### src/rtl/hcp_pkg.sv
// Shared sizing, FSM state type and list helpers for the hidden-challenge expander.
// Helpers unpack one entry of a packed Lc/Lp list and enumerate the (i,j) pairs visited by CHECK.
package hcp_pkg;

  localparam int T         = 4;
  localparam int N_ROUNDS  = 8;
  localparam int N_PARTIES = 16;
  localparam int IDX_W     = 5;
  localparam int LIST_W    = T * IDX_W;
  localparam int K_W       = $clog2(T);
  localparam int NUM_PAIRS = T * (T - 1) / 2;
  localparam int PAIR_W    = $clog2(NUM_PAIRS);

  typedef enum logic [1:0] {
    S_IDLE,
    S_CHECK,
    S_EMIT,
    S_DONE
  } state_t;

  typedef struct packed {
    logic [K_W-1:0] i;
    logic [K_W-1:0] j;
  } pair_t;

  // Entry 0 occupies the most significant IDX_W bits of the packed list.
  function automatic logic [IDX_W-1:0] list_entry(input logic [LIST_W-1:0] list, input int k);
    return list[LIST_W-1-k*IDX_W -: IDX_W];
  endfunction

  function automatic logic lc_in_range(input logic [IDX_W-1:0] e);
    return e < IDX_W'(N_ROUNDS);
  endfunction

  function automatic logic lp_in_range(input logic [IDX_W-1:0] e);
    return e < IDX_W'(N_PARTIES);
  endfunction

  // Pair number idx maps onto (i,j) with i<j in the order (0,1),(0,2),...,(T-2,T-1).
  function automatic pair_t pair_at(input logic [PAIR_W-1:0] idx);
    pair_t p;
    int    n;
    p = '0;
    n = 0;
    for (int a = 0; a < T; a++) begin
      for (int b = a + 1; b < T; b++) begin
        if (n == int'(idx)) begin
          p.i = K_W'(a);
          p.j = K_W'(b);
        end
        n++;
      end
    end
    return p;
  endfunction

endpackage

### src/rtl/hcp_list_lookup.sv
// Combinational search of the latched Lc list for a query round number.
// Reports a hit and the lowest matching slot; out-of-range entries never match.
module hcp_list_lookup
  import hcp_pkg::*;
(
  input  logic [LIST_W-1:0] lc_list,
  input  logic [IDX_W-1:0]  query,
  output logic              hit,
  output logic [K_W-1:0]    hit_k
);

  // Descending scan so the last assignment, the lowest slot, wins.
  always_comb begin
    hit   = 1'b0;
    hit_k = '0;
    for (int k = T - 1; k >= 0; k--) begin
      if (lc_in_range(list_entry(lc_list, k)) && (list_entry(lc_list, k) == query)) begin
        hit   = 1'b1;
        hit_k = K_W'(k);
      end
    end
  end

endmodule

### src/rtl/hcp_challenge_expand.sv
// Validates the Lc/Lp hidden-challenge lists and expands them into an in-order per-round stream.
// Define HCP_LIST_CHECK_EN to enable the CHECK pass (duplicate/range validation and exp_err).
module hcp_challenge_expand
  import hcp_pkg::*;
(
  input  logic              clk,
  input  logic              reset,
  input  logic              exp_start,
  input  logic [LIST_W-1:0] Lc,
  input  logic [LIST_W-1:0] Lp,
  output logic              rnd_valid,
  input  logic              rnd_ready,
  output logic [IDX_W-1:0]  rnd_idx,
  output logic              rnd_open,
  output logic [IDX_W-1:0]  rnd_party,
  output logic              exp_end,
  output logic              exp_err
);

  state_t             state_q, state_d;
  logic [LIST_W-1:0]  lc_q, lc_d;
  logic [LIST_W-1:0]  lp_q, lp_d;
  logic [IDX_W-1:0]   round_q, round_d;
  logic [IDX_W-1:0]   query;
  logic               hit;
  logic [K_W-1:0]     hit_k;
  logic               emit;

`ifdef HCP_LIST_CHECK_EN
  logic [PAIR_W-1:0]  pair_q, pair_d;
  logic               err_q, err_d;
  pair_t              cur_pair;
  logic               check_fail;
`endif

  assign emit = (state_q == S_EMIT);

`ifdef HCP_LIST_CHECK_EN
  assign cur_pair = pair_at(pair_q);
  // During CHECK the lookup is asked for Lc[j]; a lowest hit below j means an earlier duplicate.
  assign query = (state_q == S_CHECK) ? list_entry(lc_q, int'(cur_pair.j)) : round_q;
  assign check_fail = (hit && (hit_k != cur_pair.j))
                    || !lc_in_range(list_entry(lc_q, int'(cur_pair.i)))
                    || !lc_in_range(list_entry(lc_q, int'(cur_pair.j)))
                    || !lp_in_range(list_entry(lp_q, int'(cur_pair.i)))
                    || !lp_in_range(list_entry(lp_q, int'(cur_pair.j)));
`else
  assign query = round_q;
`endif

  hcp_list_lookup u_lookup (
    .lc_list (lc_q),
    .query   (query),
    .hit     (hit),
    .hit_k   (hit_k)
  );

  // Next-state logic: dropping exp_start aborts CHECK/EMIT back to IDLE ahead of any transfer.
  always_comb begin
    state_d = state_q;
    lc_d    = lc_q;
    lp_d    = lp_q;
    round_d = round_q;
`ifdef HCP_LIST_CHECK_EN
    pair_d  = pair_q;
    err_d   = err_q;
`endif
    case (state_q)
      S_IDLE: begin
        if (exp_start) begin
          lc_d    = Lc;
          lp_d    = Lp;
          round_d = '0;
`ifdef HCP_LIST_CHECK_EN
          pair_d  = '0;
          err_d   = 1'b0;
          state_d = S_CHECK;
`else
          state_d = S_EMIT;
`endif
        end
      end
`ifdef HCP_LIST_CHECK_EN
      S_CHECK: begin
        if (!exp_start) begin
          state_d = S_IDLE;
        end else begin
          err_d = err_q | check_fail;
          if (pair_q == PAIR_W'(NUM_PAIRS - 1)) begin
            state_d = err_d ? S_DONE : S_EMIT;
          end else begin
            pair_d = pair_q + PAIR_W'(1);
          end
        end
      end
`endif
      S_EMIT: begin
        if (!exp_start) begin
          state_d = S_IDLE;
          round_d = '0;
        end else if (rnd_ready) begin
          if (round_q == IDX_W'(N_ROUNDS - 1)) begin
            state_d = S_DONE;
          end else begin
            round_d = round_q + IDX_W'(1);
          end
        end
      end
      S_DONE: begin
        if (!exp_start) begin
          state_d = S_IDLE;
        end
      end
      default: state_d = S_IDLE;
    endcase
  end

  always_ff @(posedge clk or negedge reset) begin
    if (!reset) begin
      state_q <= S_IDLE;
      lc_q    <= '0;
      lp_q    <= '0;
      round_q <= '0;
`ifdef HCP_LIST_CHECK_EN
      pair_q  <= '0;
      err_q   <= 1'b0;
`endif
    end else begin
      state_q <= state_d;
      lc_q    <= lc_d;
      lp_q    <= lp_d;
      round_q <= round_d;
`ifdef HCP_LIST_CHECK_EN
      pair_q  <= pair_d;
      err_q   <= err_d;
`endif
    end
  end

  assign rnd_valid = emit;
  assign rnd_idx   = emit ? round_q : '0;
  assign rnd_open  = emit & hit;
  assign rnd_party = (emit && hit) ? list_entry(lp_q, int'(hit_k)) : '0;
  assign exp_end   = (state_q == S_DONE);

`ifdef HCP_LIST_CHECK_EN
  assign exp_err = (state_q == S_DONE) & err_q;
`else
  assign exp_err = 1'b0;
`endif

endmodule

### config.mk
export PLATFORM = sky130hd
export DESIGN_NAME = hcp_challenge_expand
export DESIGN_NICKNAME = d
export VERILOG_FILES = /design/src/rtl/hcp_pkg.sv /design/src/rtl/hcp_list_lookup.sv /design/src/rtl/hcp_challenge_expand.sv
export SDC_FILE = /design/constraint.sdc
export NUM_CORES = 1
export LEC_CHECK = 0
export ABC_AREA = 1
export CORE_UTILIZATION = 56
export DETAILED_ROUTE_END_ITERATION = 8
export GPL_ROUTABILITY_DRIVEN = 1
export PLACE_DENSITY = 0.82
export SLEW_MARGIN = 15
export SYNTH_ARGS = -nofsm -noshare
export SYNTH_HDL_FRONTEND = slang
export SYNTH_SLANG_ARGS = --single-unit
### constraint.sdc
create_clock -name clk -period 4.3 [get_ports clk]
set_input_delay 0.86 -clock clk [delete_from_list [all_inputs] [get_ports clk]]
set_output_delay 0.86 -clock clk [all_outputs]
set_load 0.1 [all_outputs]
==> qor.yml <==
global_routing:
  antenna_found_initial: 0
  grt_pass1_wl_um: 12100
  grt_use_total: 0.287
  gr-total-overflow: 0
  grt_max_degree: 66
  grt_pass1_vias: 2601
timing:
  slew_headroom: 0.302
  fmax_mhz: 250
  rsz0062_at_grt: "false"
  finalHoldViolCount: 0
  fin_crit_sh: 0.932
  clock_skew_ns: 0.00239
  finalSetupViolations: 0
  worst_pin_slew_ns: 1.05
  maxSlewViolCount: 0
  timing.final.crit_period_ns: 4.01
  fin_ws_ns: 0.294
  whs_ns: 0.515
  tns_ns: 0
final_layout:
  multi_input_area_um2: 1530
  final_common_cell: "nand2_1"
  fin_nets: 476
  area_growth_pct: 25.9
  fin_util: 0.732
  drive_above_1_share: 0.169
  seq_area_um2: 1180
  final_cell_mix: "nand2_1 (72), nor2_1 (54), clkdlybuf4s50_1 (49)"
  diodes: 0
  n_fill_cell: 413
clocking:
  cts.sinks: 47
  postCtsResizedCells: 0
  htree_levels: 2
  root_buffer: "clkbuf_8"
  clock_path_buffers: 2
  cts_tree: "yes"
  cts_setup_buffers: 0
  clk_latency_ns: 0.30
  clkTransAtPathRegs_ns: 0.09
  cts_buffers: 5
  cts_hold_buf: 0
yosys:
  synthAdderAreaFrac: 0.00849
  syn-cell-area_um2: 2950
  ys_warn_count: 0
  muxShareOfSynthArea: 0.0573
  synth-xor-area-share: 0.0204
  synth_nets: 426
  netlist_instances: 380
  synthArstFlopShare: 1.00
  syn_area_per_cell_um2: 7.76
  synth_compound_area_frac: 0.0806
  ys_seq_area_frac: 0.399
  yosysUniqueCellTypes: 35
  synth_flop_cell: "dfrtp_1"
  synth_top_family_by_area: "simple AND/OR/NAND/NOR gates"
  synth-seq-cells: 47
  yosys.area_share.simple: 0.341
  synth-edff-count: 0
worst_hold_path:
  hold_class: "flip-flop to flip-flop"
detailed_routing:
  routedWlPerCell_um: 14.5
  drt_iter0_drc: 178
  route.detailed.drc: 0
  ant_nets: 0
  via_per_inst: 5.40
  num_vias: 2707
  wl_um: 7260
  dr.pass1.iters: 5
critical_path:
  startpoint_type: "flip-flop"
  worstPathMaxFanout: 19
  arrival_ns: 3.15
  end_kind: "primary output"
  crit_required_ns: 3.44
  critical_path_class: "flip-flop to primary output"
power_and_ir_drop:
  p_leak_nw: 1.70
  p_total_mw: 1.49
  ir_drop_mv: 0.312
  p_per_area_nw_per_um2: 401
floorplanning:
  io-pin-count: 58
  row_count: 26
  coreArea_um2: 5070
  die_w_um: 74.6
  die_h_um: 74.6
  design.die.area_um2: 5560
  start_util: 0.581
placed_design:
  numPortBuffers: 56
  place_hpwl_um: 5560
  dp_slack_ns: 0.648
  place_congestion: 0.914
run_status:
  status: "finished, final reports clean"
job:
  maxCapViolations: 0
[routing by layer]
layer / up-vias / share of wire / track usage
met2: 115 / 0.48 / 0.468
met5: - / 0 / 0
li1: 1319 / - / -
met3: 15 / 0.056 / 0.0420
met1: 1258 / 0.45 / 0.394
met4: 0 / 0.015 / 0.0901
[cell usage after synthesis, types with 4 or more instances]
cell type	instances	area share
mux2_2	15	0.057
inv_4	4	0.0085
nand3_1	38	0.064
nand4_1	5	0.011
nand2_1	73	0.093
nand3_2	4	0.014
nand2_2	6	0.013
clkbuf_1	8	0.010
xnor2_1	5	0.015
dfrtp_1	47	0.40
nor2_1	56	0.071
a21oi_1	35	0.059
inv_1	34	0.043
inv_2	7	0.0089
o21ai_0	6	0.010
nor2_2	4	0.0085
[report_power, final]
part,total [mW],internal (mW),leakage (nW),switching (mW)
registers,0.581,0.522,0.543,0.0594
clock network,0.379,0.232,0.0654,0.147
logic,0.527,0.199,1.09,0.327
total,1.49,0.953,1.70,0.534
[worst max-delay path, cell delays in order (launching register included)]
cell,delay (ns)
dfrtp_1,0.57
xnor2_1,0.16
nand4_1,0.28
buf_4,0.28
nand2_8,0.15
ha_1,0.35
nor2_1,0.25
nand2_1,0.09
a21oi_1,0.12
nand3_1,0.08
o21ai_1,0.08
nor2_1,0.06
nor2_1,0.17
buf_12,0.20
[sequential cells by signal, indices dropped and copies added (netlist names)]
signal,count
query,5
state_q,2
lc_q,20
lp_q,20
[worst paths after layout]
kind / startpoint / to / slack [ns] / cells after the start
min in group asynchronous: reset / lp_q[3] / 0.73 / 1
worst min register to register: lc_q[4] / lc_q[4] / 0.52 / 2
worst max register to register: state_q[1] / query[3] / 2.24 / 10
max in group asynchronous: reset / lc_q[2] / 2.91 / 1
worst min-delay path: lc_q[4] / lc_q[4] / 0.52 / 2
worst max-delay path: query[0] / rnd_party[2] / 0.29 / 13
[stage by stage]
step	cell area, um^2	cells
final	3710	501
after CTS	3710	501
after floorplan	2970	380
after global placement	3580	493
after global routing	3710	501
after detailed placement	3580	493
[cell type report]
type	count	share of cell area
multi-input combinational	274	0.411
sequential	47	0.317
timing repair buffer	57	0.164
inverter	45	0.0482
tap	70	0.0236
clock buffer	6	0.0195
clock inverter	2	0.0162
[cells by family (layout without fill, tap and decap cells)]
family                     Yosys count  after routing
and+or+nand+nor                    204            204
muxes                               15             15
other                                1              1
DFF                                 47             47
buffers and inverters               59            110
AOI/OAI and AO/OA                   46             46
adders and majority gates            2              2
xor gates and xnor gates             6              6
No activity file was read; power rests on OpenSTA's default activity.
